--- config.mk ---
export PLATFORM = sky130hd
export DESIGN_NAME = apb_gpio_arbiter
export DESIGN_NICKNAME = d
export VERILOG_FILES = /design/src/rtl/apb_gpio_pkg.sv /design/src/rtl/apb_gpio_arbiter_rr_arb2.sv /design/src/rtl/apb_gpio_arbiter.sv
export SDC_FILE = /design/constraint.sdc
export NUM_CORES = 1
export LEC_CHECK = 0
export CAP_MARGIN = 20
export CORE_UTILIZATION = 42
export DETAILED_ROUTE_END_ITERATION = 7
export PLACE_DENSITY = 0.84
export SYNTH_ARGS = -nofsm -noshare
export SYNTH_HDL_FRONTEND = slang
export SYNTH_SLANG_ARGS = --single-unit
--- constraint.sdc ---
create_clock -name iPCLK -period 3.5 [get_ports iPCLK]
set_clock_uncertainty 0.1 [all_clocks]
set_input_delay 1.05 -clock iPCLK [delete_from_list [all_inputs] [get_ports iPCLK]]
set_output_delay 1.05 -clock iPCLK [all_outputs]
set_load 0.01 [all_outputs]
--- src/rtl/apb_gpio_pkg.sv ---
// rtl/apb_gpio_pkg.sv - shared constants and types for the APB GPIO arbiter
package apb_gpio_pkg;

  localparam int DATA_W = 32;

  localparam logic [3:0] OFF_DATA_RO = 4'h0;
  localparam logic [3:0] OFF_DATA    = 4'h4;
  localparam logic [3:0] OFF_DIRM    = 4'h8;
  localparam logic [3:0] OFF_OEN     = 4'hC;

  typedef enum logic [1:0] {
    ST_IDLE   = 2'd0,
    ST_SETUP  = 2'd1,
    ST_ACCESS = 2'd2
  } apb_state_t;

  // Registers are word-spaced, so only the two low offset bits decide alignment.
  function automatic logic off_aligned(input logic [1:0] off_lo);
    return (off_lo == 2'b00);
  endfunction

endpackage

--- src/rtl/apb_gpio_arbiter_rr_arb2.sv ---
// rtl/apb_gpio_arbiter_rr_arb2.sv - two-input round-robin arbiter
module rr_arb2 (
  input  logic       clk,
  input  logic       resetn,
  input  logic [1:0] req,
  input  logic       advance,
  output logic [1:0] gnt
);

  // prio=0 favours requester 0 on a tie, prio=1 favours requester 1.
  logic prio;

  always_comb begin
    gnt = req;
    if (req == 2'b11) begin
      gnt = prio ? 2'b10 : 2'b01;
    end
  end

  always_ff @(posedge clk) begin
    if (!resetn) begin
      prio <= 1'b0;
    end else if (advance && (gnt != 2'b00)) begin
      prio <= gnt[0];
    end
  end

endmodule

--- src/rtl/apb_gpio_arbiter.sv ---
// rtl/apb_gpio_arbiter.sv - shares one APB GPIO slave between two requesters
module apb_gpio_arbiter
  import apb_gpio_pkg::*;
#(
  parameter logic [31:0] ADDR_GPIO = 32'h0000_0000
) (
  input  logic              iPCLK,
  input  logic              iPRESETn,
  input  logic              iREQ0,
  input  logic              iREQ1,
  input  logic              iWR0,
  input  logic              iWR1,
  input  logic [3:0]        iOFF0,
  input  logic [3:0]        iOFF1,
  input  logic [DATA_W-1:0] iWDATA0,
  input  logic [DATA_W-1:0] iWDATA1,
  output logic              oACK0,
  output logic              oACK1,
  output logic              oERR,
  output logic [DATA_W-1:0] oRDATA,
  output logic              oPSEL,
  output logic              oPENABLE,
  output logic              oPWRITE,
  output logic [31:0]       oPADDR,
  output logic [DATA_W-1:0] oPWDATA,
  input  logic [DATA_W-1:0] iPRDATA
);

  apb_state_t        state;
  logic              gnt_id;
  logic [1:0]        req_vec;
  logic [1:0]        gnt;
  logic              advance;
  logic              sel;
  logic              sel_wr;
  logic [3:0]        sel_off;
  logic [DATA_W-1:0] sel_wdata;

  // A requester whose ack is high this cycle is still holding iREQ; mask it.
  assign req_vec = {iREQ1 & ~oACK1, iREQ0 & ~oACK0};
  assign advance = (state == ST_IDLE) && (req_vec != 2'b00);

  rr_arb2 u_rr_arb2 (
    .clk     (iPCLK),
    .resetn  (iPRESETn),
    .req     (req_vec),
    .advance (advance),
    .gnt     (gnt)
  );

  always_comb begin
    sel       = gnt[1];
    sel_wr    = iWR0;
    sel_off   = iOFF0;
    sel_wdata = iWDATA0;
    if (sel) begin
      sel_wr    = iWR1;
      sel_off   = iOFF1;
      sel_wdata = iWDATA1;
    end
  end

  always_ff @(posedge iPCLK) begin
    if (!iPRESETn) begin
      state    <= ST_IDLE;
      gnt_id   <= 1'b0;
      oPSEL    <= 1'b0;
      oPENABLE <= 1'b0;
      oPWRITE  <= 1'b0;
      oPADDR   <= '0;
      oPWDATA  <= '0;
      oACK0    <= 1'b0;
      oACK1    <= 1'b0;
      oERR     <= 1'b0;
      oRDATA   <= '0;
    end else begin
      oACK0 <= 1'b0;
      oACK1 <= 1'b0;
      oERR  <= 1'b0;
      case (state)
        ST_IDLE: begin
          if (advance) begin
            if (off_aligned(sel_off[1:0])) begin
              state   <= ST_SETUP;
              gnt_id  <= sel;
              oPSEL   <= 1'b1;
              oPWRITE <= sel_wr;
              oPADDR  <= {ADDR_GPIO[31:4], sel_off};
              oPWDATA <= sel_wdata;
            end else begin
              // Misaligned: reject without touching the bus.
              oACK0 <= ~sel;
              oACK1 <= sel;
              oERR  <= 1'b1;
            end
          end
        end
        ST_SETUP: begin
          state    <= ST_ACCESS;
          oPENABLE <= 1'b1;
        end
        ST_ACCESS: begin
          state    <= ST_IDLE;
          oPSEL    <= 1'b0;
          oPENABLE <= 1'b0;
          oPWRITE  <= 1'b0;
          oACK0    <= ~gnt_id;
          oACK1    <= gnt_id;
          if (!oPWRITE) begin
            oRDATA <= iPRDATA;
          end
        end
        default: begin
          state    <= ST_IDLE;
          oPSEL    <= 1'b0;
          oPENABLE <= 1'b0;
          oPWRITE  <= 1'b0;
        end
      endcase
    end
  end

endmodule

==> summary.txt <==
Status
  • Status: finished clean

Clocking
  • Worst-path clk slew: 0.09 ns
  • Clock root buffer: clkbuf_8
  • CTS Buf Count: 9
  • CTS tree: built
  • H-tree Lvls: 3
  • # resized after CTS: 0
  • Clock Latency Late Sink: ~0.34 ns
  • Hold_buf cts: 0
  • CTS Sinks: 78
  • Post-CTS Repair Setup Buffers: 0
  • CTS max path bufs: 2

Synth
  • Avg Cell Area, Syn: between 8 and 9 µm²
  • Cell taking the most area after synthesis: dfxtp_1
  • Top_reg_cell synth: dfxtp_1
  • Synth top area cells: dfxtp_1 41%, o211a_1 9.0%, a211oi_1 6.8%
  • Post-Synthesis Cell Area: between 3000 and 4000 µm²
  • Count leader, synth: dfxtp_1
  • Sequential fraction of the synthesis area: 41.4%
  • Mapped Cells: around 440
  • Commonest cells post-synth: 78 x dfxtp_1, 65 x nand2_1, 36 x o21ai_0
  • Post-synth ARST share: 0%
  • #FFs+latches synth: 78
  • Area share of the largest cell type after synthesis: 41.4%
  • Number of synthesized flops with an enable pin: 0
  • Synth unique cells: 35
  • Synth warn: 0

Drt
  • M1 wire length: 4460 µm
  • Routed WL: 11400 µm
  • Top layer used by detailed routing: met4
  • Routed len/inst: about 16 µm
  • WL met2: about 5800 µm
  • DRC: 0
  • Vias/cell: between 5 and 6
  • Drt pass-1 iters: 4
  • Drt first-iter violations: 140
  • Final ANT Viol Nets: 0
  • Via count: about 3800
  • Met3 WL post-DR: 1020 µm

Setup path
  • CP max FO: 36
  • Critical Path RT: approximately 3.6 ns
  • CP Capture Type: flip-flop
  • Critical path type: in -> reg
  • Reg2Reg Launch Point: oACK1
  • WP data arrival: between 2 and 3 ns
  • Startpoint class of the critical path: primary input
  • Worst Setup SP: iREQ0

Power and ir drop
  • Total power per unit cell area: approximately 380 nW/µm²
  • Net Sw Frac: between 20 and 30%
  • Cell Int Power: around 0.0015 W
  • Reg power frac: approximately 45%
  • Share of total power in the clock network: approximately 32%
  • Peak VDD IR: between 0.2 and 0.25 mV
  • Static Leakage: 2.30 nW
  • Sw Pwr: about 0.00062 W
  • Combinational Power Share: 23.0%

Final layout
  • Fillers: 750
  • Final core utilization: 65.6%
  • Layout cells sized above 1: 5.70%
  • Antenna diodes: 0
  • Final net count: approximately 700
  • Area grow syn2layout: 51.8%

Global routing
  • Vias in the first global route: roughly 3700
  • Global-route wire length before repair: 18300 µm
  • Grt ovf: 0
  • Initial antenna violation count: 0
  • GRT Overall Usage: between 20% and 30%
  • Largest net degree at the start of global routing: 49

STA
  • Min cycle time layout: between 2 and 3 ns
  • Fin. max-slew vios: 0
  • Rel. slew slack: between 50% and 60%
  • RSZ-0062 raised after global routing: no
  • Final Hold Fails: 0
  • Max Fclk: 368 MHz
  • Final TNS setup: 0 ns
  • Worst Max-Slew Pin Slew: between 0.6 and 0.7 ns
  • Final setup violating endpoints: 0
  • Final period util: approximately 78%

Placement
  • Post-DP HPWL: 7940 µm
  • RD Place Congestion: approximately 0.85
  • I/O Buffers: about 180

Floorplanning
  • Die area: slightly above 9000 µm²
  • Die H: about 97 µm
  • I/O Pins: ~210
  • Core Footprint: 8720 µm²
  • Die width: roughly 97 µm
  • Initial Util: a little over two fifths
  • Site Rows: 34

Run
  • MaxCap Viol Count: 0

Min path
  • Hold Crit Start: oPSEL
  • Worst hold-check path type: reg -> reg
cell families (layout without fill, tap and decap cells):
kind of cell           count (synthesis)  after routing  synth area share (%)
AOI/OAI and AO/OA                    149            149                  29.7
buffers and inverters                 80            214                  12.2
DFF                                   78             78                  41.4
other                                  1             28                0.0995
and+or+nand+nor                      127            127                  16.6
cell usage in the layout, fill, tap and decap left out, types with 2 or more instances in the layout:
cell               n
a211oi_1          34
a21boi_0          33
clkdlybuf4s50_1  182
buf_4              8
dfxtp_1           78
nor2_1             8
inv_1              4
o21ai_0           36
clkbuf_8           9
or2_2              2
a21oi_1            4
nor3_1             3
nor3b_1            2
and3b_1            2
nand2b_1           3
nor4_1            34
o211a_1           34
inv_6              3
nand2_1           65
nor4b_1            2
conb_1            28
clkinvlp_4         2
power by group through the flow:
stage	clock network, W	registers [W]	logic [W]
finish	0.000696	0.000972	0.000497
global placement	0	0.000990	0.000481
floorplan	0	0.00101	0.000232
detailed placement	0	0.000991	0.000493
global route	0.000750	0.000978	0.000533
CTS	0.000713	0.000972	0.000497
final timing paths:
path	end	slack, ns	cells after the start
setup / recovery	oPWDATA[21]	0.78	6
hold / removal	oPSEL	0.36	2
setup reg to reg	oPWDATA[6]	1.58	5
hold reg to reg	oPSEL	0.36	2
per-stage QoR:
step           hold slack (ns)  worst slack, ns  cell area [µm²]  total power (W)  cells
4_1_cts                  0.359            0.801             5690          0.00218    703
3_3_place_gp             0.346            0.513             5470          0.00147    686
6_report                 0.357            0.783             5720          0.00217    704
2_1_floorplan            0.370             1.17             3870          0.00124    462
5_1_grt                  0.373            0.691             5720          0.00226    704
3_5_place_dp             0.346            0.431             5490          0.00148    687
worst max-delay path, cell delays in order:
cell and delay (ns):
clkdlybuf4s50_1 0.48, or3b_1 0.42, buf_4 0.28, a211oi_1 0.29, o21ai_0 0.12, o211a_1 0.18
per-layer routing:
metal,vias up,GRT usage [%]
met1,1738,26.4
met2,186,43.8
met3,8,8.67
li1,1831,-
met5,-,0
met4,0,5.51
sequential cells by signal, summed over array words and instances (netlist names), 2 cells and up:
| register | cells |
|---|---|
| oPADDR | 4 |
| state | 2 |
| oPWDATA | 32 |
| oRDATA | 32 |
layout make-up:
type | count | area [µm²] | share of cell area (%)
multi-input combinational | 304 | 1860 | 32.4
inverter | 4 | 15.0 | 0.262
sequential | 78 | 1560 | 27.3
clock inverter | 7 | 80.1 | 1.40
clock buffer | 9 | 124 | 2.17
tap | 108 | 135 | 2.36
timing repair buffer | 194 | 1950 | 34.1
(Power assumes the default switching activity.)
==> edit: new RTL, config.mk and constraints unchanged <==
The 3 states of `apb_state_t` get a one-hot encoding in 3 bits.
--- a/src/rtl/apb_gpio_pkg.sv
+++ b/src/rtl/apb_gpio_pkg.sv
@@ -8,10 +8,10 @@
   localparam logic [3:0] OFF_DIRM    = 4'h8;
   localparam logic [3:0] OFF_OEN     = 4'hC;
 
-  typedef enum logic [1:0] {
-    ST_IDLE   = 2'd0,
-    ST_SETUP  = 2'd1,
-    ST_ACCESS = 2'd2
+  typedef enum logic [2:0] {
+    ST_IDLE   = 3'b001,
+    ST_SETUP  = 3'b010,
+    ST_ACCESS = 3'b100
   } apb_state_t;
 
   // Registers are word-spaced, so only the two low offset bits decide alignment.
Check against the original RTL: same outputs for any inputs over 4 cycles, from zero or initial values and one cycle with iPRESETn low; so few cycles prove little.
==> edit against the original RTL <==
Routed wire length shrank 8.1%; worst setup slack lost 0.11 ns; total power is 4.7% lower; cell area increased by 1.3%; register-to-register slack lost 0.10 ns; global-route usage decreased by 3.1 points; sequential cell count increased by 1; area after synthesis rose by 1.9%; cell count up 5.3%; critical endpoint is now oPWDATA[25].
==> edit: results (changes against the original RTL) <==
- Cell total after placement: 725 (+5.5%)
- Post-DP HPWL: 7561 µm (-4.8%)
- Worst path top cell family by delay: simple AND/OR/NAND/NOR gates
- Mapped Avg Cell Area: 8.306 µm² (-4.1%)
- Worst reg-to-reg path cell count: 4 (-1)
- R2R Setup Slk: 1.48 ns (-0.10 ns)
- Hold/Removal Path Class: register to register
- Setup fix buffers added after clock tree synthesis: 0 (unchanged)
- Vias in the first global route: 3,606 (-3.3%)
- Largest registers: oPWDATA x32, oRDATA x32, oPADDR x4
- Clock root buffer master: clkbuf_8
- Number of antenna violations at the first check in global routing: 0 (unchanged)
- Number of input and output port buffers inserted: 183 (unchanged)
- Routed wirelength normalized by instance count: 14.13 µm (-13%)
- Biggest cell delay along the critical path: 0.49 ns
- First-pass GRT wire length: 16,160 µm (-12%)
- Static power due to leakage: 2.192 nW (-4.5%)
- Run status: complete, no violations
- Drt first pass iters: 4 (unchanged)
- Number of buffers created by CTS: 9 (unchanged)
- Count of H-tree levels built during CTS: 3 (unchanged)
- Cell with the largest stage delay on the worst path: clkdlybuf4s50_1
- # hold bufs at CTS: 0 (unchanged)
- Fraction of power spent switching nets: 0.2877 (+0.0004681)
- Cell types occupying the most area after synthesis: dfxtp_1 41%, a21oi_1 9.1%, mux2_2 8.5%
- Cell area after placement: 5607 µm² (+2.1%)
- Minimum setup slack after placement: 0.3255 ns (-0.1059 ns)
- Number of distinct library cells after synthesis: 37 (+5.7%)
- 1st-iter DRT viols: 87 (-38%)
- Hold Crit Depth: 2 (unchanged)
- Worst min-delay path endpoint: oRDATA[30]
- Clock-pin transition on the worst setup and hold timing paths: 0.08 ns
- Count of inserted antenna diode cells: 0 (unchanged)
- Post-synthesis async set-or-reset flop share: 0 (unchanged)
- Number of inserted filler cells in the final layout: 716 (-4.5%)
- Vias: 3,714 (-1.3%)
- Largest net degree at the start of global routing: 41 (-16%)
- Hold Slack: 0.3562 ns (-0.0007800 ns)
- Yosys Warn Count: 0 (unchanged)
- WP data arrival: 2.95 ns (+0.11 ns)
- Tightest Pin Transition: 0.5670 ns (-0.06211 ns)
- Proportion of layout cells with a drive suffix above 1: 0.1169 (+0.05986)
- Filler-free cell count of the finished design: 741 (+5.3%)
- VDD IR max: 0.2077 mV (-4.8%)
- Destination of the worst register-to-register timing path: oPWDATA[25]
- Max Root-Sink Buffers: 2 (unchanged)
- Gr usage total: 0.2090 (-0.03120)
- CP max FO: 39 (+8.3%)
- Critical register-to-register path startpoint: u_rr_arb2.prio
- Most used standard cells in the synthesized netlist: 79 x dfxtp_1, 70 x a21oi_1, 70 x nand2_1
- Final estimated routing congestion in global placement: 0.7859 (-7.8%)
- Clock latency on the worst-skew pair: 0.34 ns (about the same)
- CTS-repair resized insts: 0 (unchanged)
- Hold wc startpoint: oRDATA[30]
- Final nets: 738 (+5.3%)
- Sequential cell area: 1582 µm² (+1.3%)
- Proportion of synthesized chip area in sequential cells: 0.4121 (-0.002351)
-- edit: changes by cell type after synthesis, moves of 10 or more --
cell      unedited run  this run
a21boi_0            33         0
nand3_1              1        35
a211oi_1            34         0
o211a_1             34         0
and2_1               0        36
clkbuf_1            29        19
mux2_2               0        29
nor4_1              34         0
a21oi_1              4        70
-- edit: kinds of logic (layout without fill, tap and decap cells) --
| group | Yosys count | in the layout | synth area share |
|---|---|---|---|
| AO/OA/AOI/OAI | 113 | 113 | 0.1575 |
| buffers and inverters | 68 | 212 | 0.1040 |
| flip-flops | 79 | 79 | 0.4121 |
| multiplexers | 34 | 34 | 0.1047 |
| other | 1 | 28 | 0.0009772 |
| AND/OR/NAND/NOR | 167 | 167 | 0.2207 |
-- edit: final cells by class --
| class | instances | area share |
|---|---|---|
| clock buffers | 9 | 0.02138 |
| clock inverters | 7 | 0.01080 |
| inverters | 2 | 0.001296 |
| multi-input cells | 342 | 0.3397 |
| flip-flops and latches | 79 | 0.2730 |
| well taps | 108 | 0.02333 |
| repair buffers | 194 | 0.3305 |
-- edit: power groups by stage --
| stage | combinational [mW] | sequential, mW | clock, mW |
|---|---|---|---|
| finish | 0.474 | 0.959 | 0.630 |
| global route | 0.510 | 0.964 | 0.687 |
| CTS | 0.476 | 0.959 | 0.653 |
| detailed placement | 0.473 | 0.980 | 0 |
| global placement | 0.465 | 0.978 | 0 |
| floorplan | 0.249 | 0.991 | 0 |
-- edit: per-layer routing --
metal | up-vias | track usage | share of wire
met5 | - | 0 | 0
met4 | 0 | 0.09276 | 0.019
met3 | 17 | 0.06691 | 0.090
met2 | 160 | 0.3841 | 0.50
met1 | 1696 | 0.2149 | 0.39
li1 | 1841 | - | -
-- edit: worst max-delay path by stage --
stage | from | end | slack, ns | depth (start not counted)
after detailed placement | iREQ0 | oPWDATA[30] | 0.33 | 5
after global placement | iREQ0 | oPWDATA[5] | 0.38 | 5
after floorplan | iREQ0 | oPWDATA[19] | 0.97 | 7
after CTS | iREQ0 | oPWDATA[30] | 0.69 | 5
final | iREQ0 | oPWDATA[25] | 0.67 | 5
after global routing | iREQ0 | oPWDATA[26] | 0.61 | 5
-- edit: worst register-to-register path: cells and delay by family (launching register included) --
kind / cells / cell delay, ns
mux: 1 / 0.42
simple gates: 2 / 0.58
flops: 1 / 0.36
compound gates: 1 / 0.44
